**src/rtl/pwm_seq_pkg.sv**
```systemverilog
// ============================================================================
// Module   : pwm_seq_pkg
// Brief    : Shared types and constants for the PWM ramp sequencer.
// Revision : 1.0 - initial release
// ============================================================================
`default_nettype none

package pwm_seq_pkg;

  localparam int N_CH_DEF  = 6;
  localparam int LVL_W_DEF = 4;

  // PWM control register layout as seen by the channel controllers
  localparam int PWM_REG_FIRST      = 14;
  localparam int PWM_F_CLKDIV_LSB   = 0;
  localparam int PWM_F_CLKDIV_MSB   = 2;
  localparam int PWM_F_DUTYDIV_LSB  = 3;
  localparam int PWM_F_DUTYDIV_MSB  = 5;
  localparam int PWM_F_DEC          = 6;
  localparam int PWM_F_INC          = 7;
  localparam int PWM_F_RESET        = 8;
  localparam int PWM_F_ENABLE       = 9;

  typedef enum logic [2:0] {
    S_IDLE = 3'd0,
    S_SEL  = 3'd1,
    S_INIT = 3'd2,
    S_STEP = 3'd3,
    S_WAIT = 3'd4,
    S_DONE = 3'd5
  } seq_state_t;

endpackage

`default_nettype wire

```
**src/rtl/pwm_ramp_sequencer_if.sv**
```systemverilog
// ============================================================================
// Module   : pwm_ramp_sequencer_if
// Brief    : Register-bank / PWM-strobe bundle of the ramp sequencer.
// Revision : 1.0 - initial release
// ============================================================================
`default_nettype none

interface pwm_ramp_sequencer_if #(
  parameter int N_CH  = pwm_seq_pkg::N_CH_DEF,
  parameter int LVL_W = pwm_seq_pkg::LVL_W_DEF,
  parameter int GAP_W = 16
) ();

  logic                    start;
  logic                    abort;
  logic [N_CH-1:0]         ch_mask;
  logic [N_CH*LVL_W-1:0]   target_lvl;
  logic [GAP_W-1:0]        step_gap;

  logic [N_CH-1:0]         pwm_en;
  logic [N_CH-1:0]         pwm_rst;
  logic [N_CH-1:0]         duty_inc;
  logic [N_CH-1:0]         duty_dec;
  logic [N_CH*LVL_W-1:0]   cur_lvl;
  logic [2:0]              active_ch;
  logic                    busy;
  logic                    done;

  modport master (
    output start, abort, ch_mask, target_lvl, step_gap,
    input  pwm_en, pwm_rst, duty_inc, duty_dec, cur_lvl, active_ch, busy, done
  );

  modport slave (
    input  start, abort, ch_mask, target_lvl, step_gap,
    output pwm_en, pwm_rst, duty_inc, duty_dec, cur_lvl, active_ch, busy, done
  );

endinterface

`default_nettype wire

```
**src/rtl/pwm_gap_timer.sv**
```systemverilog
// ============================================================================
// Module   : pwm_gap_timer
// Brief    : Loadable down-counter; o_expired is high while the count is zero.
// Revision : 1.0 - initial release
// ============================================================================
`default_nettype none

module pwm_gap_timer #(
  parameter int W = 16
) (
  input  logic         clk_axi,
  input  logic         rst,
  input  logic         i_load,
  input  logic [W-1:0] i_val,
  output logic         o_expired
);

  logic [W-1:0] r_cnt;

  always_ff @(posedge clk_axi or posedge rst) begin
    if (rst) begin
      r_cnt <= '0;
    end else if (i_load) begin
      r_cnt <= i_val;
    end else if (r_cnt != '0) begin
      r_cnt <= r_cnt - 1'b1;
    end
  end

  assign o_expired = (r_cnt == '0);

endmodule

`default_nettype wire

```
**src/rtl/pwm_ramp_sequencer.sv**
```systemverilog
// ============================================================================
// Module   : pwm_ramp_sequencer
// Brief    : Walks enabled PWM channels in index order, resetting and ramping duty.
// Revision : 1.0 - initial release
// ============================================================================
`default_nettype none

module pwm_ramp_sequencer
  import pwm_seq_pkg::*;
#(
  parameter int N_CH       = N_CH_DEF,
  parameter int LVL_W      = LVL_W_DEF,
  parameter int GAP_W      = 16,
  parameter int RST_CYCLES = 2
) (
  input  logic                 clk_axi,
  input  logic                 rst,
  pwm_ramp_sequencer_if.slave  bus
);

  localparam int RCW = (RST_CYCLES > 1) ? $clog2(RST_CYCLES) : 1;

  seq_state_t              r_state, w_state_nx;
  logic [N_CH-1:0]         r_pending, w_pending_nx;
  logic [N_CH*LVL_W-1:0]   r_target, w_target_nx;
  logic [GAP_W-1:0]        r_gap, w_gap_nx;
  logic [N_CH-1:0]         r_pwm_en, w_pwm_en_nx;
  logic [N_CH-1:0]         r_pwm_rst, w_pwm_rst_nx;
  logic [N_CH-1:0]         r_inc, w_inc_nx;
  logic [N_CH-1:0]         r_dec, w_dec_nx;
  logic [N_CH*LVL_W-1:0]   r_cur, w_cur_nx;
  logic [2:0]              r_active, w_active_nx;
  logic                    r_busy, w_busy_nx;
  logic                    r_done, w_done_nx;
  logic [RCW-1:0]          r_rcnt, w_rcnt_nx;

  logic                    w_found;
  logic [2:0]              w_sel;
  logic [LVL_W-1:0]        w_cur_lvl;
  logic [LVL_W-1:0]        w_tgt_lvl;
  logic                    w_tmr_load;
  logic [GAP_W-1:0]        w_tmr_val;
  logic                    w_tmr_expired;

  pwm_gap_timer #(.W(GAP_W)) u_gap_timer (
    .clk_axi   (clk_axi),
    .rst       (rst),
    .i_load    (w_tmr_load),
    .i_val     (w_tmr_val),
    .o_expired (w_tmr_expired)
  );

  // Lowest pending channel wins, giving ascending service order
  always_comb begin
    w_found = 1'b0;
    w_sel   = '0;
    for (int i = N_CH - 1; i >= 0; i--) begin
      if (r_pending[i]) begin
        w_found = 1'b1;
        w_sel   = 3'(i);
      end
    end
  end

  assign w_cur_lvl = r_cur[int'(r_active)*LVL_W +: LVL_W];
  assign w_tgt_lvl = r_target[int'(r_active)*LVL_W +: LVL_W];
  // A zero gap is treated as one so strobes are never back to back
  assign w_tmr_val = (r_gap == '0) ? '0 : r_gap - 1'b1;

  always_comb begin
    w_state_nx   = r_state;
    w_pending_nx = r_pending;
    w_target_nx  = r_target;
    w_gap_nx     = r_gap;
    w_pwm_en_nx  = r_pwm_en;
    w_cur_nx     = r_cur;
    w_active_nx  = r_active;
    w_busy_nx    = r_busy;
    w_rcnt_nx    = r_rcnt;
    w_pwm_rst_nx = '0;
    w_inc_nx     = '0;
    w_dec_nx     = '0;
    w_done_nx    = 1'b0;
    w_tmr_load   = 1'b0;

    if (bus.abort) begin
      w_state_nx   = S_IDLE;
      w_pending_nx = '0;
      w_pwm_en_nx  = '0;
      w_cur_nx     = '0;
      w_active_nx  = '0;
      w_busy_nx    = 1'b0;
    end else begin
      case (r_state)
        S_IDLE: begin
          if (bus.start) begin
            w_pending_nx = bus.ch_mask;
            w_target_nx  = bus.target_lvl;
            w_gap_nx     = bus.step_gap;
            w_busy_nx    = 1'b1;
            w_state_nx   = S_SEL;
          end
        end
        S_SEL: begin
          if (!w_found) begin
            w_done_nx  = 1'b1;
            w_busy_nx  = 1'b0;
            w_state_nx = S_DONE;
          end else begin
            w_active_nx = w_sel;
            if (!r_pwm_en[w_sel]) begin
              w_pwm_en_nx[w_sel]                     = 1'b1;
              w_pwm_rst_nx[w_sel]                    = 1'b1;
              w_cur_nx[int'(w_sel)*LVL_W +: LVL_W]   = '0;
              w_rcnt_nx                              = RCW'(RST_CYCLES - 1);
              w_state_nx                             = S_INIT;
            end else begin
              w_state_nx = S_STEP;
            end
          end
        end
        S_INIT: begin
          if (r_rcnt == '0) begin
            w_state_nx = S_STEP;
          end else begin
            w_rcnt_nx              = r_rcnt - 1'b1;
            w_pwm_rst_nx[r_active] = 1'b1;
          end
        end
        S_STEP: begin
          if (w_cur_lvl == w_tgt_lvl) begin
            w_pending_nx[r_active] = 1'b0;
            w_state_nx             = S_SEL;
          end else if (w_cur_lvl < w_tgt_lvl) begin
            w_inc_nx[r_active]                        = 1'b1;
            w_cur_nx[int'(r_active)*LVL_W +: LVL_W]   = w_cur_lvl + LVL_W'(1);
            w_tmr_load                                = 1'b1;
            w_state_nx                                = S_WAIT;
          end else begin
            w_dec_nx[r_active]                        = 1'b1;
            w_cur_nx[int'(r_active)*LVL_W +: LVL_W]   = w_cur_lvl - LVL_W'(1);
            w_tmr_load                                = 1'b1;
            w_state_nx                                = S_WAIT;
          end
        end
        S_WAIT: begin
          if (w_tmr_expired) begin
            w_state_nx = S_STEP;
          end
        end
        S_DONE: begin
          w_state_nx = S_IDLE;
        end
        default: begin
          w_state_nx = S_IDLE;
        end
      endcase
    end
  end

  always_ff @(posedge clk_axi or posedge rst) begin
    if (rst) begin
      r_state   <= S_IDLE;
      r_pending <= '0;
      r_target  <= '0;
      r_gap     <= '0;
      r_pwm_en  <= '0;
      r_pwm_rst <= '0;
      r_inc     <= '0;
      r_dec     <= '0;
      r_cur     <= '0;
      r_active  <= '0;
      r_busy    <= 1'b0;
      r_done    <= 1'b0;
      r_rcnt    <= '0;
    end else begin
      r_state   <= w_state_nx;
      r_pending <= w_pending_nx;
      r_target  <= w_target_nx;
      r_gap     <= w_gap_nx;
      r_pwm_en  <= w_pwm_en_nx;
      r_pwm_rst <= w_pwm_rst_nx;
      r_inc     <= w_inc_nx;
      r_dec     <= w_dec_nx;
      r_cur     <= w_cur_nx;
      r_active  <= w_active_nx;
      r_busy    <= w_busy_nx;
      r_done    <= w_done_nx;
      r_rcnt    <= w_rcnt_nx;
    end
  end

  assign bus.pwm_en    = r_pwm_en;
  assign bus.pwm_rst   = r_pwm_rst;
  assign bus.duty_inc  = r_inc;
  assign bus.duty_dec  = r_dec;
  assign bus.cur_lvl   = r_cur;
  assign bus.active_ch = r_active;
  assign bus.busy      = r_busy;
  assign bus.done      = r_done;

endmodule

`default_nettype wire

```
**src/flat_wrapper.sv**
```systemverilog
// flat-port wrapper written by rule: the top's interface ports become plain ports
module pwm_ramp_sequencer_flat import pwm_seq_pkg::*;
#(
  parameter int N_CH       = N_CH_DEF,
  parameter int LVL_W      = LVL_W_DEF,
  parameter int GAP_W      = 16,
  parameter int RST_CYCLES = 2
)
  (clk_axi, rst, bus_start, bus_abort, bus_ch_mask, bus_target_lvl, bus_step_gap, bus_pwm_en, bus_pwm_rst, bus_duty_inc, bus_duty_dec, bus_cur_lvl, bus_active_ch, bus_busy, bus_done);
  pwm_ramp_sequencer_if #(.N_CH(N_CH), .LVL_W(LVL_W), .GAP_W(GAP_W)) bus_i ();
  input  logic clk_axi;
  input  logic rst;
  input wire logic [$bits(bus_i.start)-1:0] bus_start;
  input wire logic [$bits(bus_i.abort)-1:0] bus_abort;
  input wire logic [$bits(bus_i.ch_mask)-1:0] bus_ch_mask;
  input wire logic [$bits(bus_i.target_lvl)-1:0] bus_target_lvl;
  input wire logic [$bits(bus_i.step_gap)-1:0] bus_step_gap;
  output wire logic [$bits(bus_i.pwm_en)-1:0] bus_pwm_en;
  output wire logic [$bits(bus_i.pwm_rst)-1:0] bus_pwm_rst;
  output wire logic [$bits(bus_i.duty_inc)-1:0] bus_duty_inc;
  output wire logic [$bits(bus_i.duty_dec)-1:0] bus_duty_dec;
  output wire logic [$bits(bus_i.cur_lvl)-1:0] bus_cur_lvl;
  output wire logic [$bits(bus_i.active_ch)-1:0] bus_active_ch;
  output wire logic [$bits(bus_i.busy)-1:0] bus_busy;
  output wire logic [$bits(bus_i.done)-1:0] bus_done;
  assign bus_i.start = bus_start;
  assign bus_i.abort = bus_abort;
  assign bus_i.ch_mask = bus_ch_mask;
  assign bus_i.target_lvl = bus_target_lvl;
  assign bus_i.step_gap = bus_step_gap;
  assign bus_pwm_en = bus_i.pwm_en;
  assign bus_pwm_rst = bus_i.pwm_rst;
  assign bus_duty_inc = bus_i.duty_inc;
  assign bus_duty_dec = bus_i.duty_dec;
  assign bus_cur_lvl = bus_i.cur_lvl;
  assign bus_active_ch = bus_i.active_ch;
  assign bus_busy = bus_i.busy;
  assign bus_done = bus_i.done;
  pwm_ramp_sequencer #(.N_CH(N_CH), .LVL_W(LVL_W), .GAP_W(GAP_W), .RST_CYCLES(RST_CYCLES)) u_core (.clk_axi(clk_axi), .rst(rst), .bus(bus_i));
endmodule
```
**config.mk**
```make
export PLATFORM = sky130hd
export DESIGN_NAME = pwm_ramp_sequencer_flat
export DESIGN_NICKNAME = d
export VERILOG_FILES = /design/src/rtl/pwm_seq_pkg.sv /design/src/rtl/pwm_ramp_sequencer_if.sv /design/src/rtl/pwm_gap_timer.sv /design/src/rtl/pwm_ramp_sequencer.sv /design/src/flat_wrapper.sv
export SDC_FILE = /design/constraint.sdc
export NUM_CORES = 1
export LEC_CHECK = 0
export CORE_ASPECT_RATIO = 0.5
export CORE_MARGIN = 2
export CORE_UTILIZATION = 40
export DETAILED_ROUTE_END_ITERATION = 10
export PLACE_DENSITY = 0.71
export REMOVE_ABC_BUFFERS = 1
export SKIP_CTS_REPAIR_TIMING = 1
export SLEW_MARGIN = 10
export SYNTH_ARGS = -nofsm -noshare
export SYNTH_HDL_FRONTEND = slang
export SYNTH_HIERARCHICAL = 1
export SYNTH_SLANG_ARGS = --single-unit
```
**constraint.sdc**
```tcl
create_clock -name clk_axi -period 3.4 [get_ports clk_axi]
set_clock_uncertainty 0.1 [all_clocks]
set_input_delay 0.68 -clock clk_axi [delete_from_list [all_inputs] [get_ports clk_axi]]
set_output_delay 0.68 -clock clk_axi [all_outputs]
set_load 0.05 [all_outputs]
```
; ---- Word level (Yosys, flattened, before mapping)
; Cells that the tools add are included.
[op_classes]
addsub = 7
n_lt_le_gt_ge = 5
n_eq_ne = 16
shift = 7
mux = 76
n_bitwise = 4
n_reduce_logical = 21
[ops]
columns = operator, n
row1 = 2-to-1 mux 24 bit, 5
row2 = 2-to-1 mux 6 bit, 19
row3 = bitwise mux 24 bit, 3
row4 = negation 5 -> 33 bit, 2
row5 = "variable shift 4 x 33 -> 24 bit, first input constant", 2
row6 = indexed part select 4 x 33 -> 24 bit, 2
row7 = 2-to-1 mux 16 bit, 3
row8 = case mux 24 bit (2 select lines), 1
row9 = indexed part select 24 x 6 -> 4 bit, 2
row10 = 2-to-1 mux 3 bit, 15
row11 = "indexed part select 4 x 33 -> 24 bit, first input constant", 1
row12 = logical NOT 16 bit, 2
row13 = "subtractor 16 x 1 -> 16 bit, second input constant", 2
row14 = case mux 6 bit (2 select lines), 2
row15 = 2-to-1 mux 1 bit, 22
row16 = "!= test 3 bit, second input constant", 6
row17 = nonzero test 16 bit, 1
row18 = case mux 3 bit (5 select lines), 1
row19 = AND reduction 3 bit, 5
row20 = nonzero test 3 bit, 3
row21 = "less-than comparator 3 x 4 -> 1 bit, second input constant", 2
row22 = AND reduction 4 bit, 2
row23 = nonzero test 2 bit, 4
row24 = AND 6 bit, 1
row25 = other kinds (21), 28
[totals]
regBits = 119
input_bits = 50
out_inout_bits = 53
word_cells = 150

; ---- Logic depth before layout (Yosys ltp)
[logic_depth]
word_depth = 15
ltp_mapped = 14
mapped_depth_nobuf = 12

; ---- By module
; Netlist, hierarchy kept.
[by_module_without_submodules]
columns = mod, instances, cells_each, area_each_um2, seq_area_each_um2
row1 = pwm_ramp_sequencer, 1, 566, 5774.3, 2577.5
row2 = pwm_gap_timer, 1, 102, 993.5, 400.4

; ---- Least setup slack after synthesis
; Ideal clock, no wire load.
[synth_timing]
path_kind = register to register
start = reg u_core.r_active[0] (netlist: u_core/bus.active_ch[0])
end = reg u_core.r_cur[3] (netlist: u_core/bus.cur_lvl[3])
setup_time_ns = 0.137
t_arrival_ns = 3.588
required_time_ns = 3.163
setup_slack_ns = -0.425
path_stages_with_launch = 14
path_buffers = 3
period_less_slack_ns = 3.825
path_cell_list = dfrtp_1 > buf_4 > buf_6 > clkbuf_1 > nor3_1 > a22oi_1 > nand2_1 > a221oi_1 > ha_1 > and4_1 > nor2_1 > nor2_1 > a2111o_1 > o32ai_2
[synth_via]
elab_chain_len = 8
word_cells_on_any_way = 18
cone_classes = 3 x add/sub / 1 x order compare / 2 x eq/ne / 5 x shift / 6 x mux / 1 x reduce/logical
[synth_rtl]
columns = element, line_no
row1 = "start, declared", pwm_ramp_sequencer.sv:32  ; logic [2:0] r_active, w_active_nx;
row2 = "start signal, assigned", pwm_ramp_sequencer.sv:186  ; r_active <= w_active_nx;
row3 = indexed part select 24 x 6 -> 4 bit, pwm_ramp_sequencer.sv:65  ; assign w_cur_lvl = r_cur[int'(r_active)*LVL_W +: LVL_W];
row4 = subtractor 4 x 1 -> 4 bit / adder 4 x 1 -> 4 bit (equally long branches), "pwm_ramp_sequencer.sv:141, pwm_ramp_sequencer.sv:136"
row5 = "indexed part select 4 x 33 -> 24 bit, on equally long branches", "pwm_ramp_sequencer.sv:141, pwm_ramp_sequencer.sv:136"
row6 = "bitwise mux 24 bit, on equally long branches", "pwm_ramp_sequencer.sv:141, pwm_ramp_sequencer.sv:136"
row7 = 2-to-1 mux 24 bit, pwm_ramp_sequencer.sv:134  ; end else if (w_cur_lvl < w_tgt_lvl) begin
row8 = 2-to-1 mux 24 bit, pwm_ramp_sequencer.sv:131  ; if (w_cur_lvl == w_tgt_lvl) begin
row9 = case mux 24 bit (2 select lines), pwm_ramp_sequencer.sv:94  ; case (r_state)
row10 = 2-to-1 mux 24 bit, pwm_ramp_sequencer.sv:86  ; if (bus.abort) begin
row11 = "end signal, assigned", pwm_ramp_sequencer.sv:185  ; r_cur <= w_cur_nx;
row12 = "end, declared", pwm_ramp_sequencer.sv:31  ; logic [N_CH*LVL_W-1:0] r_cur, w_cur_nx;
; Parallel ways exist; a longest one is shown, timed or not. The select of a mux whose other input is x is not followed.
; A chain may end at the register's enable or synchronous reset.

; ---- Worst setup path in the final report
[layout_timing]
start = reg u_core.r_active[0] (netlist: u_core/bus.active_ch[0])
end = reg u_core.r_cur[19] (netlist: u_core/bus.cur_lvl[19])
; Same word-level chain as after synthesis.

==> impl_metrics.ini <==
[worst_setup_path]
crit_required_ns = 3.62
path_max_fanout = 7
crit_arrival_ns = 3.55
end_kind = register
crit_chain = and3b_2 > a22o_1 > a221o_1 > a221oi_2 > ha_1 > nor2b_1 > o211ai_1 > nand2_2 > and4_4 > o21a_2 > o32ai_1
start_kind = register
slowest_delay_ns = 0.49
slowest_stage = dfrtp_2
worstSetupPathType = register to register

[cells_and_area]
fin_nets = 873
final_cell_mix = dfrtp_1 (116), clkdlybuf4s50_1 (102), nand2_1 (65)
drive_gt1_frac = 0.220
fillers = 1434
final_common_cell = dfrtp_1
antennaDiodeCount = 0
utilization = 0.545
syn2layout_area_growth_pct = 32.6

[timing]
setup_violations = 0
maxSlewHeadroom = 0.551
tightest_slew_ns = 0.672
fin_crit_sh = 0.980
hold_violations = 0
final.min_clock_period_ns = 3.33
clock.fmax_mhz = 300
setup_tns_ns = 0
maxSlewViolCount = 0

[placement]
port_buffers = 102
gp_congestion = 0.901
dpl.hpwl_um = 13500

[drt]
vias = 5690
wl_per_cell_um = 17.7
drt_iter0_drc = 364
wl_um = 18600
drc = 0
viasPerCell = 5.43
firstDrtPassIters = 5
antenna_left = 0

[yosys]
synth_cell_types = 87
async_reset_ff_frac = 1.00
ys.flop_type = dfrtp_1
yosys.area.top_type_share = 0.440
synth_seq_cells = 119
postSynthCellCount = 668
syn_area_mm2 = 0.00677
synth_edf_count = 0
synth_top_area_cell = dfrtp_1
yosys_warnings = 6
synthTopCellsByArea = dfrtp_1 (44%), mux2_2 (6.7%), nand2_1 (3.7%)
syn_area_per_cell_um2 = 10.1
yosysSeqAreaShare = 0.440

[power_and_ir_drop]
p_sw_frac = 0.379
ir_drop_mv = 0.408
clkPwrFrac = 0.277
p_comb_frac = 0.375
internal-power_mw = 4.10
seq_power_share = 0.348
switching_power_mw = 2.50
leakagePower_nw = 3.67
power_density_mw_per_mm2 = 735

[clocking]
root_buffer = clkbuf_16
cts_sinks = 119
cts_tree = done
clockBufferDepth = 2
clk_pin_slew_ns = 0.06
cts_buffers = 17
cts_max_level = 4
clock_latency_ns = 0.42

[die]
coreArea_mm2 = 0.0165
dieWidth_um = 188
dieArea_mm2 = 0.0180
num_rows = 33
pin_count = 103
initial_utilization = 0.411
die_h_um = 96.0

[global_routing]
grt_first_pass_wirelength_um = 30500
grt_max_degree = 61
grt_util_all_layers = 0.218
overflow = 0
grt_pass1_vias = 5734
antenna_found_initial = 0

[worst_hold_path]
holdCritPathClass = register to register

[status]
outcome = completed

[job]
maxCapViolations = 0
## worst paths after layout
check,start,endpoint,slack [ns],cells past startpoint
worst max register to register,u_core/bus.active_ch[0],u_core/bus.cur_lvl[19],0.07,11
worst max-delay path,u_core/bus.active_ch[0],u_core/bus.cur_lvl[19],0.07,11
min in group asynchronous,rst,u_core/bus.pwm_en[5],0.47,2
worst min register to register,u_core/r_target[10],u_core/r_target[10],0.41,1
worst min-delay path,u_core/r_target[10],u_core/r_target[10],0.41,1
max in group asynchronous,rst,u_core/bus.cur_lvl[18],2.07,3
## layout make-up
cell class / instances / area, um^2 / area share
Inverter: 43 / 164 / 0.0183
Timing Repair Buffer: 152 / 1430 / 0.159
Clock inverter: 12 / 143 / 0.0159
Clock buffer: 20 / 457 / 0.0509
Tap cell: 227 / 284 / 0.0316
Multi-Input combinational cell: 475 / 3520 / 0.392
Sequential cell: 119 / 2980 / 0.332
## power groups by stage
stage	logic (mW)	clock network (mW)	registers (mW)
2_1_floorplan	1.66	0	2.28
3_3_place_gp	2.34	0	2.29
3_5_place_dp	2.39	0	2.30
4_1_cts	2.41	1.86	2.29
5_1_grt	2.71	1.93	2.36
6_report	2.48	1.83	2.30
## registers in the layout, summed over array words and instances (netlist names), 16 cells and up
register,flops
u_core/bus.cur_lvl,24
u_core/r_target,24
u_core/r_gap,16
u_core/u_gap_timer/r_cnt,16
## critical path: cells and delay by family, from the launching register on
family | cells | cell delay [ns]
AND/OR/NAND/NOR | 4 | 0.77
adder cells (fa/ha/maj) | 1 | 0.28
AO/OA/AOI/OAI | 6 | 1.57
flip-flops | 1 | 0.49
## metrics by stage
| stage | hold WS (ns) | power (mW) | std cells | setup slack [ns] | cell area, um^2 |
|---|---|---|---|---|---|
| final | 0.414 | 6.60 | 1048 | 0.0665 | 8970 |
| after global placement | 0.399 | 4.62 | 1011 | 0.0226 | 8270 |
| after global routing | 0.435 | 7.01 | 1048 | -0.0748 | 8970 |
| after floorplan | 0.381 | 3.94 | 637 | -0.940 | 6600 |
| after CTS | 0.415 | 6.56 | 1043 | -0.179 | 8870 |
| after detailed placement | 0.397 | 4.69 | 1011 | -0.0804 | 8270 |
## routing by layer
layer,routed length (um),track usage,vias up
li1,-,-,2664
met1,8680,0.289,2854
met2,8870,0.360,148
met3,771,0.0463,24
met4,267,0.0755,0
met5,0,0,-
## kinds of logic (layout without fill, tap and decap cells)
kind of cell / count (synthesis) / count (layout) / synth area share
fa+ha+maj: 15 / 15 / 0.0277
mux: 62 / 62 / 0.0993
buf+inv: 74 / 227 / 0.0483
flops: 119 / 119 / 0.440
simple gates: 238 / 238 / 0.196
compound gates: 138 / 138 / 0.160
xor+xnor: 22 / 22 / 0.0285
## synth_stat cells (7+ instances only)
cell type and count:
a21oi_1 31, a22o_1 8, clkbuf_1 15, dfrtp_1 119, ha_1 15, inv_1 42
mux2_2 40, mux2i_1 21, nand2_1 66, nand2b_1 8, nand3_1 10, nand3b_1 8
nor2_1 64, nor2b_1 7, nor3_1 20, o211ai_1 7, o21ai_0 22, o32ai_1 7
xnor2_1 16
No activity file was read; power rests on OpenSTA's default activity.
